`src/rtl/avmm_frame_writer.sv`:
```
// avmm_frame_writer: Avalon-MM rectangle fill engine with CSR slave and pixel master.
// Optional macro GRADIENT_FILL_EN adds CTRL.GRAD (writedata = PIXEL + x + (y<<8)).
`default_nettype none

module avmm_frame_writer #(
  parameter int MASTER_ADDRESSWIDTH = 32,
  parameter int SLAVE_ADDRESSWIDTH  = 3,
  parameter int DATAWIDTH           = 32,
  parameter int DIMWIDTH            = 11,
  parameter int BYTES_PER_BEAT      = 4
) (
  input  logic                           clk,
  input  logic                           reset_n,
  input  logic [SLAVE_ADDRESSWIDTH-1:0]  slave_address,
  input  logic [DATAWIDTH-1:0]           slave_writedata,
  input  logic                           slave_write,
  input  logic                           slave_read,
  input  logic                           slave_chipselect,
  output logic [DATAWIDTH-1:0]           slave_readdata,
  output logic [MASTER_ADDRESSWIDTH-1:0] master_address,
  output logic [DATAWIDTH-1:0]           master_writedata,
  output logic                           master_write,
  input  logic                           master_waitrequest,
  output logic                           irq,
  output logic                           busy
);

  typedef enum logic [1:0] {S_IDLE = 2'd0, S_WRITE = 2'd1, S_FINISH = 2'd2} state_t;

  localparam logic [SLAVE_ADDRESSWIDTH-1:0] A_CTRL   = SLAVE_ADDRESSWIDTH'(0);
  localparam logic [SLAVE_ADDRESSWIDTH-1:0] A_STATUS = SLAVE_ADDRESSWIDTH'(1);
  localparam logic [SLAVE_ADDRESSWIDTH-1:0] A_BASE   = SLAVE_ADDRESSWIDTH'(2);
  localparam logic [SLAVE_ADDRESSWIDTH-1:0] A_STRIDE = SLAVE_ADDRESSWIDTH'(3);
  localparam logic [SLAVE_ADDRESSWIDTH-1:0] A_WIDTH  = SLAVE_ADDRESSWIDTH'(4);
  localparam logic [SLAVE_ADDRESSWIDTH-1:0] A_HEIGHT = SLAVE_ADDRESSWIDTH'(5);
  localparam logic [SLAVE_ADDRESSWIDTH-1:0] A_PIXEL  = SLAVE_ADDRESSWIDTH'(6);
  localparam logic [SLAVE_ADDRESSWIDTH-1:0] A_COUNT  = SLAVE_ADDRESSWIDTH'(7);

  state_t state_q, state_d;

  // Host-visible CSRs
  logic                           irq_en_q, done_q, grad_q;
  logic [MASTER_ADDRESSWIDTH-1:0] base_q, stride_q;
  logic [DIMWIDTH-1:0]            width_q, height_q;
  logic [DATAWIDTH-1:0]           pixel_q, count_q, readdata_q;

  // Working copies latched at START so host writes cannot disturb a fill
  logic [MASTER_ADDRESSWIDTH-1:0] row_base_q, stride_wk_q;
  logic [DIMWIDTH-1:0]            w_wk_q, h_wk_q, x_q, y_q;
  logic [DATAWIDTH-1:0]           pix_wk_q;
  logic                           grad_wk_q, abort_pend_q;

  logic csr_wr, csr_rd, start_req, abort_req, start_go, zero_size, accept, last_beat;

  assign csr_wr    = slave_write & slave_chipselect;
  assign csr_rd    = slave_read & slave_chipselect;
  assign start_req = csr_wr && (slave_address == A_CTRL) && slave_writedata[0];
  assign abort_req = csr_wr && (slave_address == A_CTRL) && slave_writedata[1];
  assign start_go  = start_req && (state_q == S_IDLE);
  assign zero_size = (width_q == '0) || (height_q == '0);
  assign accept    = master_write & ~master_waitrequest;
  assign last_beat = (x_q == w_wk_q - DIMWIDTH'(1)) && (y_q == h_wk_q - DIMWIDTH'(1));

`ifdef GRADIENT_FILL_EN
  assign master_writedata = grad_wk_q
                          ? pix_wk_q + DATAWIDTH'(x_q) + (DATAWIDTH'(y_q) << 8)
                          : pix_wk_q;
`else
  assign master_writedata = pix_wk_q;
`endif

  assign master_address = row_base_q
                        + MASTER_ADDRESSWIDTH'(x_q) * MASTER_ADDRESSWIDTH'(BYTES_PER_BEAT);
  assign slave_readdata = readdata_q;
  assign irq            = done_q & irq_en_q;
  assign busy           = (state_q != S_IDLE);

  always_ff @(posedge clk or negedge reset_n) begin
    if (!reset_n) state_q <= S_IDLE;
    else          state_q <= state_d;
  end

  always_comb begin
    state_d      = state_q;
    master_write = 1'b0;
    case (state_q)
      S_IDLE:   if (start_go && !zero_size) state_d = S_WRITE;
      S_WRITE: begin
        master_write = 1'b1;
        if (!master_waitrequest && (abort_pend_q || last_beat)) state_d = S_FINISH;
      end
      S_FINISH: state_d = S_IDLE;
      default:  state_d = S_IDLE;
    endcase
  end

  always_ff @(posedge clk or negedge reset_n) begin
    if (!reset_n) begin
      irq_en_q     <= 1'b0;
      grad_q       <= 1'b0;
      done_q       <= 1'b0;
      base_q       <= '0;
      stride_q     <= '0;
      width_q      <= '0;
      height_q     <= '0;
      pixel_q      <= '0;
      count_q      <= '0;
      readdata_q   <= '0;
      row_base_q   <= '0;
      stride_wk_q  <= '0;
      w_wk_q       <= '0;
      h_wk_q       <= '0;
      x_q          <= '0;
      y_q          <= '0;
      pix_wk_q     <= '0;
      grad_wk_q    <= 1'b0;
      abort_pend_q <= 1'b0;
    end else begin
      if (csr_wr) begin
        case (slave_address)
          A_CTRL: begin
            irq_en_q <= slave_writedata[2];
`ifdef GRADIENT_FILL_EN
            grad_q   <= slave_writedata[3];
`endif
          end
          A_BASE:   base_q   <= slave_writedata[MASTER_ADDRESSWIDTH-1:0];
          A_STRIDE: stride_q <= slave_writedata[MASTER_ADDRESSWIDTH-1:0];
          A_WIDTH:  width_q  <= slave_writedata[DIMWIDTH-1:0];
          A_HEIGHT: height_q <= slave_writedata[DIMWIDTH-1:0];
          A_PIXEL:  pixel_q  <= slave_writedata;
          default: ;
        endcase
      end

      // FINISH and zero-size START set DONE; the set beats a same-cycle W1C
      if ((state_q == S_FINISH) || (start_go && zero_size))
        done_q <= 1'b1;
      else if (start_go || (csr_wr && (slave_address == A_STATUS) && slave_writedata[1]))
        done_q <= 1'b0;

      if (start_go)    count_q <= '0;
      else if (accept) count_q <= count_q + DATAWIDTH'(1);

      if (state_q != S_WRITE) abort_pend_q <= 1'b0;
      else if (abort_req)     abort_pend_q <= 1'b1;

      if (start_go) begin
        row_base_q  <= base_q;
        stride_wk_q <= stride_q;
        w_wk_q      <= width_q;
        h_wk_q      <= height_q;
        pix_wk_q    <= pixel_q;
        grad_wk_q   <= grad_q;
        x_q         <= '0;
        y_q         <= '0;
      end else if (accept) begin
        if (x_q == w_wk_q - DIMWIDTH'(1)) begin
          x_q        <= '0;
          y_q        <= y_q + DIMWIDTH'(1);
          row_base_q <= row_base_q + stride_wk_q;
        end else begin
          x_q <= x_q + DIMWIDTH'(1);
        end
      end

      if (csr_rd) begin
        case (slave_address)
          A_CTRL:   readdata_q <= DATAWIDTH'({grad_q, irq_en_q, 2'b00});
          A_STATUS: readdata_q <= DATAWIDTH'({done_q, busy});
          A_BASE:   readdata_q <= DATAWIDTH'(base_q);
          A_STRIDE: readdata_q <= DATAWIDTH'(stride_q);
          A_WIDTH:  readdata_q <= DATAWIDTH'(width_q);
          A_HEIGHT: readdata_q <= DATAWIDTH'(height_q);
          A_PIXEL:  readdata_q <= pixel_q;
          A_COUNT:  readdata_q <= count_q;
          default:  readdata_q <= '0;
        endcase
      end
    end
  end

endmodule

`default_nettype wire

```
`config.mk`:
```
export PLATFORM = sky130hd
export DESIGN_NAME = avmm_frame_writer
export DESIGN_NICKNAME = d
export VERILOG_FILES = /design/src/rtl/avmm_frame_writer.sv
export SDC_FILE = /design/constraint.sdc
export NUM_CORES = 1
export LEC_CHECK = 0
export ABC_AREA = 0
export CAP_MARGIN = 20
export CORE_MARGIN = 2
export CORE_UTILIZATION = 55
export CTS_BUF_LIST = sky130_fd_sc_hd__clkbuf_4
export CTS_CLUSTER_SIZE = 40
export DETAILED_ROUTE_END_ITERATION = 16
export PLACE_DENSITY = 0.9
export SLEW_MARGIN = 15
export SYNTH_ARGS = -nofsm -noshare
export SYNTH_HDL_FRONTEND = slang
export SYNTH_SLANG_ARGS = --single-unit
```
`constraint.sdc`:
```
create_clock -name clk -period 3.25 [get_ports clk]
set_input_delay 0.4875 -clock clk [delete_from_list [all_inputs] [get_ports clk]]
set_output_delay 0.4875 -clock clk [all_outputs]
set_load 0.1 [all_outputs]
```
==> results of run 1 <==
==> cell usage after synthesis, types with 7 or more instances <==
master	number
a22oi_1	14
nor2_1	126
o21ai_0	91
o21a_1	9
mux2_2	124
nor3b_1	7
dfrtp_1	327
a22o_1	26
inv_1	36
nand2_1	386
nor3_1	21
nor4_1	7
a21boi_0	7
a21oi_1	70
nand2b_1	10
and3_1	27
nand4_1	24
and2_1	9
ha_1	47
o22ai_1	10
nand3_1	36
clkbuf_1	70
a221oi_1	32
or3_1	9
nor2b_1	18
xnor2_1	45
xor2_1	59
a21o_1	11
a31oi_1	27
==> critical path: stages, from the launching register on <==
cell and delay [ns]:
dfrtp_1 0.39, ha_2 0.20, inv_2 0.06, fa_2 0.20, nor2b_2 0.05, o21ai_2 0.19
a21boi_2 0.10, o21ai_2 0.20, a21oi_4 0.11, o21ai_4 0.25, a21oi_4 0.10, buf_6 0.15
or4b_4 0.55, o311ai_4 0.11, buf_12 0.22
==> final cells by class <==
type	count	area, um2	share of cell area [%]
inverter	36	135	0.629
multi-input combinational	1344	9210	42.9
sequential	327	8190	38.1
timing repair buffer	235	2370	11.0
tap	396	495	2.31
clock buffer	113	848	3.95
antenna	2	5.00	0.0233
clock inverter	23	235	1.10
==> timing repair <==
action                                 CTS  global route
setup buffers                           19             9
setup endpoints to repair               23            32
cloned                                   2             0
pin swaps                               20            14
hold buffers                             1             0
gates resized for setup                 54            14
endpoints found under the hold margin   74             0
==> registers in the layout, summed over array words and instances, names as in the netlist, 32 cells and up <==
signal	cells
base_q	32
count_q	32
master_writedata	32
pixel_q	32
row_base_q	32
slave_readdata	32
stride_q	32
stride_wk_q	32
==> per-stage QoR <==
step	hold slack (ns)	std cells	setup TNS (ns)	utilization, %
after floorplan	0.192	1792	-4.92	-
after global placement	0.461	2310	0	64.9
after detailed placement	0.468	2310	-0.225	64.9
after CTS	0.329	2467	-10.69	69.7
after global routing	0.387	2476	-15.03	70.0
final	0.342	2476	-11.60	70.0
==> layer usage <==
layer | vias up | global-route usage, % | share of wire, %
met5 | - | 0 | 0
met4 | 0 | 10.7 | 2.8
met3 | 134 | 6.23 | 11
met2 | 926 | 50.4 | 47
met1 | 7607 | 44.1 | 40
li1 | 6813 | - | -
==> cell families after synthesis <==
kind of cell	synth area share [%]
buffers and inverters	2.79
XOR/XNOR	5.29
adder cells (fa/ha/maj)	3.65
AO/OA/AOI/OAI	13.7
multiplexers	8.54
flip-flops	47.5
AND/OR/NAND/NOR	18.5
==> cell usage in the layout, fill, tap and decap left out, types with 23 or more instances in the layout <==
| cell type | count |
|---|---|
| a21oi_1 | 66 |
| a221oi_1 | 32 |
| a22o_1 | 26 |
| a31oi_1 | 23 |
| buf_12 | 30 |
| buf_4 | 119 |
| clkbuf_4 | 113 |
| clkdlybuf4s50_1 | 78 |
| dfrtp_1 | 324 |
| ha_1 | 46 |
| inv_1 | 35 |
| mux2_2 | 124 |
| nand2_1 | 386 |
| nand3_1 | 35 |
| nand4_1 | 24 |
| nor2_1 | 116 |
| o21ai_0 | 86 |
| xnor2_1 | 34 |
| xor2_1 | 51 |
==> worst max path at each step <==
stage / depth (start not counted) / end / slack [ns]
6_report: 14 / master_address[14] / -0.79
5_1_grt: 14 / master_address[14] / -0.88
4_1_cts: 14 / master_address[16] / -0.66
3_5_place_dp: 13 / master_address[16] / -0.06
3_3_place_gp: 13 / master_address[16] / 0.03
2_1_floorplan: 12 / master_address[18] / -0.76
==> report_power, final <==
group	internal, uW	switching (uW)
combinational	3030	5560
clock	2000	1730
sequential	4930	1090
total	9960	8390
==> results by group, run 1 <==
Status
  • Outcome: finished with violations
  • Failing checks: negative setup slack

STA
  • Post-route worst setup slack: -0.791 ns
  • Final Hold Viols: 0
  • Endpoints failing setup: 24
  • Period utilization: 124%
  • RSZ-0062 raised after global routing: yes
  • Peak Freq: 0.247 GHz
  • Slew Limit Headroom: 32.1%
  • Clk_skew: 0.0679 ns
  • Fin crit period: 4.04 ns
  • Slew Limit Fails: 0
  • Worst-margin pin slew: 1.02 ns

Floorplanning
  • Die outline width: 181 um
  • Placeable core region: 30700 um2
  • Core Rows: 64
  • Die H: 181 um
  • # IOs: 140
  • Initial core utilization: 56.1%
  • Die area: 32700 um2

Cells and area
  • Fill count: 2059
  • Final #Nets: 2114
  • Layout area overhead: 24.8%
  • Final Cell Area: 21500 um2
  • Layout cells sized above 1: 23.7%

Route
  • TritonRoute pass-1 iters: 6
  • DRT antenna net count: 0
  • Vias per cell: 6.25
  • Initial DRC count: 1648
  • DR vias: 15500
  • DRC Markers: 0
  • Drt wl/cell: 21.2 um
  • WL final: 52400 um

CTS
  • CTS tree: done
  • Max Buffers Root-to-Sink: 3
  • Clk Latency, worst-skew pair: 0.74 ns
  • Total number of H-tree levels: 3
  • Num Clock Sinks: 327
  • Worst-path clk slew: 0.05 ns
  • Root buf cell: clkbuf_4
  • CTS buffer count: 80

Synthesis
  • Post-synth cell types: 72
  • Seq cells post-synth: 327
  • EDFF count, synth: 0
  • Syn Area/Cell: 9.60 um2
  • Async SR Flop Fraction: 100%
  • Synth Flop Type: dfrtp_1
  • Synth top area cells: dfrtp_1 48%, nand2_1 8.4%, mux2_2 8.1%
  • Syn_nets: 1882
  • Post-synth top area share: 47.5%
  • Top cell type by total area after synthesis: dfrtp_1
  • Register area share after synthesis: 47.5%
  • Warnings, synthesis: 1
  • Post-synth design cell area: 17200 um2
  • Cells after synthesis: 1792

Placed design
  • Routability cong.: 0.951
  • DP Worst Slack: -0.0607 ns
  • I/O Buffers: 139
  • HPWL after DPL: 35800 um
  • Placed cell area: 19900 um2

Critical path
  • Beginning of the critical path: row_base_q[2]
  • Crit end category: primary output
  • CP Data Required Time: 2.76 ns
  • Reg-to-reg critical path endpoint: y_q[10]
  • Startpoint Class: flip-flop
  • R2r setup slk: 0.19 ns
  • Cell depth of the worst flop-to-flop path: 11
  • Max FO, Critical Path: 3
  • Critical path class: flip-flop to primary output
  • Critical path arrival: 3.55 ns
  • Critical R2R Launch: w_wk_q[4]

Power
  • Peak VDD IR: 0.000922 V
  • PD cells: 854 nW/um2
  • Lkg Pwr: 0.0101 uW
  • Overall power: 18400 uW

Job
  • Number of max-cap violations: 0

Global routing
  • Tot GR Track Use: 31.8%
  • Largest net degree at the start of global routing: 151
  • Initial antenna violation count: 1
  • First-pass GRT wire length: 83400 um
  • Congestion Overflow GR: 0
  • Vias in the first global route: 15400

Worst hold path
  • Hold Path Class: primary input to asynchronous set/reset pin
No activity file was read; power rests on OpenSTA's default activity.
==> inputs of run 2 (changes only) <==
Settings changed: CAP_MARGIN 20 to 10.
==> results of run 2 <==
Same layout as run 1: the final DEF is identical, and so are final timing and power.
==> inputs of run 3 (changes only) <==
Settings changed: SLEW_MARGIN 15 to 25.
==> results of run 3 <==
Same layout as run 1: the final DEF is identical, and so are final timing and power.
